==> config.mk <==
export PLATFORM = sky130hd
export DESIGN_NAME = cpu_sequencer
export DESIGN_NICKNAME = d
export VERILOG_FILES = /design/src/rtl/cpu_sequencer_pkg.sv /design/src/rtl/cpu_sequencer.sv
export SDC_FILE = /design/constraint.sdc
export NUM_CORES = 1
export LEC_CHECK = 0
export BUFFER_PORTS_ARGS = -buffer_cell sky130_fd_sc_hd__clkbuf_2
export CELL_PAD_IN_SITES_DETAIL_PLACEMENT = 1
export CELL_PAD_IN_SITES_GLOBAL_PLACEMENT = 1
export CORE_ASPECT_RATIO = 1.4
export CORE_UTILIZATION = 38
export DETAILED_ROUTE_END_ITERATION = 10
export PLACE_DENSITY_LB_ADDON = 0.1
export SETUP_SLACK_MARGIN = 0.1
export SLEW_MARGIN = 0
export SYNTH_ARGS = -nofsm -noshare
export SYNTH_HDL_FRONTEND = slang
export SYNTH_SLANG_ARGS = --single-unit
==> constraint.sdc <==
create_clock -name clk -period 3.3 [get_ports clk]
set_clock_uncertainty 0.15 [all_clocks]
set_input_delay 0.33 -clock clk [delete_from_list [all_inputs] [get_ports clk]]
set_output_delay 0.33 -clock clk [all_outputs]
set_load 0.01 [all_outputs]
==> src/rtl/cpu_sequencer_pkg.sv <==
// Shared opcode, ALU-select, skip-condition and FSM state encodings for cpu_sequencer.
// Opcodes live in IR[30:27]; IR[31] is the indirect flag when indirect addressing is built in.
package cpu_sequencer_pkg;

    typedef enum logic [3:0] {
        OP_ADD   = 4'd0,
        OP_HALT  = 4'd1,
        OP_LOAD  = 4'd2,
        OP_STORE = 4'd3,
        OP_CLEAR = 4'd4,
        OP_SKIP  = 4'd5,
        OP_JUMP  = 4'd6,
        OP_SUB   = 4'd7,
        OP_AND   = 4'd8,
        OP_OR    = 4'd9,
        OP_NOT   = 4'd10
    } opcode_t;

    localparam logic [2:0] ALU_AND = 3'b000;
    localparam logic [2:0] ALU_ADD = 3'b001;
    localparam logic [2:0] ALU_SUB = 3'b010;
    localparam logic [2:0] ALU_OR  = 3'b100;

    localparam logic [1:0] SKIP_NEG   = 2'b00;
    localparam logic [1:0] SKIP_ZERO  = 2'b01;
    localparam logic [1:0] SKIP_POS   = 2'b10;
    localparam logic [1:0] SKIP_NEVER = 2'b11;

    localparam logic [3:0] S_FETCH    = 4'd0;
    localparam logic [3:0] S_IR       = 4'd1;
    localparam logic [3:0] S_DECODE   = 4'd2;
    localparam logic [3:0] S_OPADDR   = 4'd3;
    localparam logic [3:0] S_OPREAD   = 4'd4;
    localparam logic [3:0] S_ALU      = 4'd5;
    localparam logic [3:0] S_WB       = 4'd6;
    localparam logic [3:0] S_STORE    = 4'd7;
    localparam logic [3:0] S_EXEC     = 4'd8;
    localparam logic [3:0] S_HALT     = 4'd9;
    localparam logic [3:0] S_IND_ADDR = 4'd10;
    localparam logic [3:0] S_IND_READ = 4'd11;

    localparam int unsigned CPU_RESET_PC = 32'h100;

    // Opcodes that fetch or store a memory operand through MAR.
    function automatic logic is_mem_op(input opcode_t op);
        case (op)
            OP_ADD, OP_SUB, OP_AND, OP_OR, OP_LOAD, OP_STORE: is_mem_op = 1'b1;
            default:                                          is_mem_op = 1'b0;
        endcase
    endfunction

    function automatic logic [2:0] alu_sel_for(input opcode_t op);
        case (op)
            OP_SUB:  alu_sel_for = ALU_SUB;
            OP_AND:  alu_sel_for = ALU_AND;
            OP_OR:   alu_sel_for = ALU_OR;
            default: alu_sel_for = ALU_ADD;
        endcase
    endfunction

endpackage

==> src/rtl/cpu_sequencer.sv <==
// Fetch/decode/execute controller for the 32-bit direct-address ISA; drives external sync RAM and ALU.
// Define CPU_INDIRECT_EN to build IR[31] indirect addressing (two extra cycles per indirect operand).
module cpu_sequencer
    import cpu_sequencer_pkg::*;
#(
    parameter int ADDR_WIDTH = 14,
    parameter int DATA_WIDTH = 32,
    parameter logic [DATA_WIDTH-1:0] RESET_PC = DATA_WIDTH'(CPU_RESET_PC)
) (
    input  logic                  clk,
    input  logic                  rst,
    output logic [ADDR_WIDTH-1:0] mem_addr,
    output logic                  mem_cs,
    output logic                  mem_we,
    output logic                  mem_oe,
    output logic [DATA_WIDTH-1:0] mem_wdata,
    input  logic [DATA_WIDTH-1:0] mem_rdata,
    output logic [DATA_WIDTH-1:0] alu_a,
    output logic [DATA_WIDTH-1:0] alu_b,
    output logic [2:0]            alu_sel,
    input  logic [DATA_WIDTH-1:0] alu_out,
    output logic [DATA_WIDTH-1:0] pc,
    output logic [DATA_WIDTH-1:0] ac,
    output logic                  halted
);

    logic [3:0]            state_q, state_d;
    logic [DATA_WIDTH-1:0] pc_q, pc_d;
    logic [DATA_WIDTH-1:0] ir_q, ir_d;
    logic [ADDR_WIDTH-1:0] mar_q, mar_d;
    logic [DATA_WIDTH-1:0] mbr_q, mbr_d;
    logic [DATA_WIDTH-1:0] ac_q, ac_d;
    logic [ADDR_WIDTH-1:0] ea_q, ea_d;
    logic [DATA_WIDTH-1:0] alu_a_q, alu_a_d;
    logic [DATA_WIDTH-1:0] alu_b_q, alu_b_d;
    logic [2:0]            alu_sel_q, alu_sel_d;

    opcode_t op;
    logic    skip_taken;
    logic    unused_ir;

    assign op        = opcode_t'(ir_q[30:27]);
    assign unused_ir = ^{ir_q[31], ir_q[26:ADDR_WIDTH]};

    always_comb begin
        skip_taken = 1'b0;
        case (ir_q[11:10])
            SKIP_NEG:  skip_taken = ac_q[DATA_WIDTH-1];
            SKIP_ZERO: skip_taken = (ac_q == '0);
            SKIP_POS:  skip_taken = !ac_q[DATA_WIDTH-1] && (ac_q != '0);
            default:   skip_taken = 1'b0;
        endcase
    end

    always_comb begin
        state_d   = state_q;
        pc_d      = pc_q;
        ir_d      = ir_q;
        mar_d     = mar_q;
        mbr_d     = mbr_q;
        ac_d      = ac_q;
        ea_d      = ea_q;
        alu_a_d   = alu_a_q;
        alu_b_d   = alu_b_q;
        alu_sel_d = alu_sel_q;
        case (state_q)
            S_FETCH: begin
                mar_d   = pc_q[ADDR_WIDTH-1:0];
                state_d = S_IR;
            end
            S_IR: begin
                ir_d    = mem_rdata;
                state_d = S_DECODE;
            end
            S_DECODE: begin
                pc_d = pc_q + DATA_WIDTH'(2);
                ea_d = ir_q[ADDR_WIDTH-1:0];
                if (is_mem_op(op)) begin
                    state_d = S_OPADDR;
                end else begin
                    case (op)
                        OP_CLEAR, OP_NOT, OP_JUMP, OP_SKIP: state_d = S_EXEC;
                        OP_HALT:                            state_d = S_HALT;
                        default:                            state_d = S_FETCH;
                    endcase
                end
`ifdef CPU_INDIRECT_EN
                if (ir_q[31] && (is_mem_op(op) || op == OP_JUMP)) begin
                    state_d = S_IND_ADDR;
                end
`endif
            end
`ifdef CPU_INDIRECT_EN
            S_IND_ADDR: begin
                mar_d   = ea_q;
                state_d = S_IND_READ;
            end
            S_IND_READ: begin
                ea_d    = mem_rdata[ADDR_WIDTH-1:0];
                state_d = (op == OP_JUMP) ? S_EXEC : S_OPADDR;
            end
`endif
            S_OPADDR: begin
                mar_d = ea_q;
                if (op == OP_STORE) begin
                    mbr_d   = ac_q;
                    state_d = S_STORE;
                end else begin
                    state_d = S_OPREAD;
                end
            end
            S_OPREAD: begin
                mbr_d   = mem_rdata;
                state_d = (op == OP_LOAD) ? S_WB : S_ALU;
            end
            S_ALU: begin
                alu_a_d   = ac_q;
                alu_b_d   = mbr_q;
                alu_sel_d = alu_sel_for(op);
                state_d   = S_WB;
            end
            S_WB: begin
                ac_d    = (op == OP_LOAD) ? mbr_q : alu_out;
                state_d = S_FETCH;
            end
            S_STORE: begin
                state_d = S_FETCH;
            end
            S_EXEC: begin
                case (op)
                    OP_CLEAR: ac_d = '0;
                    OP_NOT:   ac_d = ~ac_q;
                    OP_JUMP:  pc_d = DATA_WIDTH'(ea_q);
                    OP_SKIP:  if (skip_taken) pc_d = pc_q + DATA_WIDTH'(2);
                    default:  ac_d = ac_q;
                endcase
                state_d = S_FETCH;
            end
            S_HALT: begin
                state_d = S_HALT;
            end
            default: begin
                state_d = S_FETCH;
            end
        endcase
    end

    always_ff @(posedge clk) begin
        if (rst) begin
            state_q   <= S_FETCH;
            pc_q      <= RESET_PC;
            ir_q      <= '0;
            mar_q     <= '0;
            mbr_q     <= '0;
            ac_q      <= '0;
            ea_q      <= '0;
            alu_a_q   <= '0;
            alu_b_q   <= '0;
            alu_sel_q <= ALU_AND;
        end else begin
            state_q   <= state_d;
            pc_q      <= pc_d;
            ir_q      <= ir_d;
            mar_q     <= mar_d;
            mbr_q     <= mbr_d;
            ac_q      <= ac_d;
            ea_q      <= ea_d;
            alu_a_q   <= alu_a_d;
            alu_b_q   <= alu_b_d;
            alu_sel_q <= alu_sel_d;
        end
    end

    // The RAM registers its address on the same edge that loads MAR, so it is fed MAR's
    // incoming value; read data then arrives the cycle after each address state.
    assign mem_addr  = mar_d;
    assign mem_cs    = !rst && (state_q != S_HALT);
    assign mem_we    = !rst && (state_q == S_STORE);
    assign mem_oe    = !mem_we;
    assign mem_wdata = mbr_q;
    assign alu_a     = alu_a_q;
    assign alu_b     = alu_b_q;
    assign alu_sel   = alu_sel_q;
    assign pc        = pc_q;
    assign ac        = ac_q;
    assign halted    = (state_q == S_HALT);

endmodule
==> impl_metrics.env <==
export IMPL_drive_above_1_share=0.232
export IMPL_synthSimpleGateAreaFrac=0.244
export IMPL_rsz0062_at_grt="no"
export IMPL_ys_flop_type="dfxtp_1"
export IMPL_async_flop_share=0
export IMPL_wl_per_cell_microns=19.5
export IMPL_hp_start="alu_out[12]"
export IMPL_hold_class="in2reg"
export IMPL_ff2ff_path_depth=8
export IMPL_cts_tree="built"
export IMPL_fin_tns_setup_ns=0
export IMPL_fmax_mhz=332
export IMPL_synth_mux_area_frac=0.0706
export IMPL_yosysUniqueCellTypes=55
export IMPL_seq_area_frac_synth=0.456
export IMPL_hpwlAfterDp_microns=24000
export IMPL_worstHoldPathCells=5
export IMPL_grt_pass1_vias=10000
export IMPL_netlist_area_sq_um=9360
export IMPL_viasPerCell=5.52
export IMPL_finalCriticalPeriod_ns=3.02
export IMPL_overflow=0
export IMPL_final_common_cell="nand2_1"
export IMPL_dpl_cell_area_sq_um=11000
export IMPL_cts_buffers=24
export IMPL_synth_compound_area_frac=0.186
export IMPL_p_leak_nw=4.97
export IMPL_root_buffer="clkbuf_16"
export IMPL_path_clk_slew_ns=0.06
export IMPL_clock_latency_ns=0.52
export IMPL_grt_pass1_wl_microns=54300
export IMPL_io_buffers=246
export IMPL_avgSynthCellArea_sq_um=7.86
export IMPL_area_delta_synth_final_pct=29.7
export IMPL_antenna_found_initial=2
export IMPL_drtAntennaViolNets=0
export IMPL_place_congestion=0.834
export IMPL_ys_ff_latch=213
export IMPL_dieWidth_microns=135
export IMPL_dieArea_sq_um=25300
export IMPL_layout_nets=1510
export IMPL_start_util=0.389
export IMPL_synth_cells=1190
export IMPL_crit_type="reg2reg"
export IMPL_vias=9784
export IMPL_hold_viol_final=0
export IMPL_drc_errors=0
export IMPL_cts_sinks=213
export IMPL_power_density_nw_per_um2=599
export IMPL_cts_setup_buffers=0
export IMPL_ctsResizeCount=0
export IMPL_slew_headroom=0.513
export IMPL_fin_crit_sh=0.914
export IMPL_htreeDepth=1
export IMPL_crit_arrival_ns=3.31
export IMPL_syn_num_nets=1257
export IMPL_grt_max_degree=78
export IMPL_status="finished, final reports clean"
export IMPL_io_pins=247
export IMPL_ys_warnings_count=0
export IMPL_wirelength_microns=34500
export IMPL_hold_end="ac[12]"
export IMPL_synth_edff_count=0
export IMPL_r2r_slack_ns=0.28
export IMPL_die_height_microns=188
export IMPL_synth_fa_ha_area_frac=0.00134
export IMPL_slew_violations=0
export IMPL_multi_input_area_sq_um=4760
export IMPL_fp_row_count=67
export IMPL_synth_top_family_by_area="simple AND/OR/NAND/NOR gates"
export IMPL_firstDrtPassIters=4
export IMPL_cap_violations=0
export IMPL_setup_viol=0
export IMPL_cp_end_kind="register"
export IMPL_first_iter_violations=384
export IMPL_crit_path_start_kind="register"
export IMPL_vdd_ir_drop_worst_mv=0.427
export IMPL_fill_cells=2995
export IMPL_synthXorXnorAreaFrac=0.000936
export IMPL_core_area_sq_um=24100
export IMPL_power_mw=7.28
export IMPL_fin_area_sq_um=12100
export IMPL_final_cell_mix="251 x nand2_1, 245 x clkbuf_2, 213 x dfxtp_1, 146 x a21oi_1, 121 x nor2_1"
export IMPL_tightest_slew_ns=0.724
export IMPL_worstPathRequired_ns=3.59
export IMPL_grtUsageTotal=0.270
export IMPL_r2r_end="pc[26]"
export IMPL_ff_latch_area_sq_um=4260
export IMPL_max_clock_path_buffers=3
export IMPL_cp_max_fo=8
export IMPL_reg2reg_from="ac[4]"
critical path, cell delays in order (launching register included):
cell     delay, ns
dfxtp_1       0.36
nor4_1        0.52
nand4_1       0.35
o41ai_1       0.40
buf_4         0.17
o21ai_2       0.13
buf_4         0.20
or4b_1        0.51
a21oi_1       0.15
kinds of logic after synthesis:
kind of cell    Yosys count
fa+ha+maj                 1
compound gates          293
mux                      66
simple gates            516
flops                   213
buf+inv                 100
xor+xnor                  1
final cells by class:
type / instances / share of cell area
multi-input cells: 877 / 0.392
flip-flops and latches: 213 / 0.351
repair buffers: 318 / 0.157
clock buffers: 42 / 0.0642
well taps: 310 / 0.0319
inverters: 9 / 0.00278
clock inverters: 1 / 0.000412
diodes: 2 / 0.000412
synthesized netlist by cell type, drive strengths merged (3+ instances only):
cell | n | share of area
inv | 9 | 0.0036
and3 | 9 | 0.0060
and2 | 7 | 0.0047
buf | 12 | 0.0062
nand3 | 23 | 0.012
or4 | 12 | 0.0096
and4 | 3 | 0.0028
dfxtp | 213 | 0.46
or3 | 5 | 0.0033
mux2i | 66 | 0.071
a22oi | 14 | 0.011
nor4 | 9 | 0.0060
nor2 | 121 | 0.049
o31ai | 9 | 0.0072
nor3b | 4 | 0.0032
a31oi | 7 | 0.0047
a21oi | 147 | 0.079
o211ai | 4 | 0.0032
o22ai | 35 | 0.023
nand4 | 4 | 0.0027
nand2b | 3 | 0.0020
nand2 | 254 | 0.10
clkbuf | 79 | 0.032
o21ai | 28 | 0.017
nor3 | 40 | 0.021
nor2b | 10 | 0.0067
a211oi | 33 | 0.026
routing by layer:
layer	track usage	vias up	routed length (microns)
met5	0	-	0
met4	0.124	0	1300
met3	0.0408	76	1460
met2	0.481	251	17700
met1	0.312	4777	14100
li1	-	4680	-
per-stage QoR:
| stage | cells | hold slack (ns) | setup WS, ns | utilization |
|---|---|---|---|---|
| after floorplan | 1190 | 0.282 | 0.992 | - |
| after global placement | 1695 | 0.291 | 0.434 | 0.459 |
| after detailed placement | 1695 | 0.298 | 0.402 | 0.459 |
| after CTS | 1770 | 0.114 | 0.329 | 0.504 |
| after global routing | 1772 | 0.130 | 0.106 | 0.505 |
| final | 1772 | 0.122 | 0.283 | 0.505 |
worst max path at each step:
stage,from,to
detailed placement,ac[4],pc[23]
CTS,ac[4],pc[23]
finish,ac[4],pc[26]
floorplan,state_q[2],pc[22]
global placement,ac[4],pc[22]
global route,ac[4],pc[18]
state kept, by name, summed over array words and instances, names as in the netlist:
signal / cells
mar_q: 14
alu_sel: 3
state_q: 4
mem_wdata: 32
ir_q: 18
alu_b: 32
pc: 32
ac: 32
alu_a: 32
ea_q: 14
power by group:
| part | switching, mW | internal (mW) | leakage [nW] |
|---|---|---|---|
| sequential | 0.273 | 2.76 | 1.72 |
| combinational | 0.994 | 0.611 | 2.87 |
| clock | 1.06 | 1.59 | 0.386 |
| total | 2.32 | 4.95 | 4.97 |
timing repair:
action,in CTS,in global routing
setup endpoints to repair,0,0
endpoints found under the hold margin,46,0
hold buffers,32,0
No activity file was read; power rests on OpenSTA's default activity.
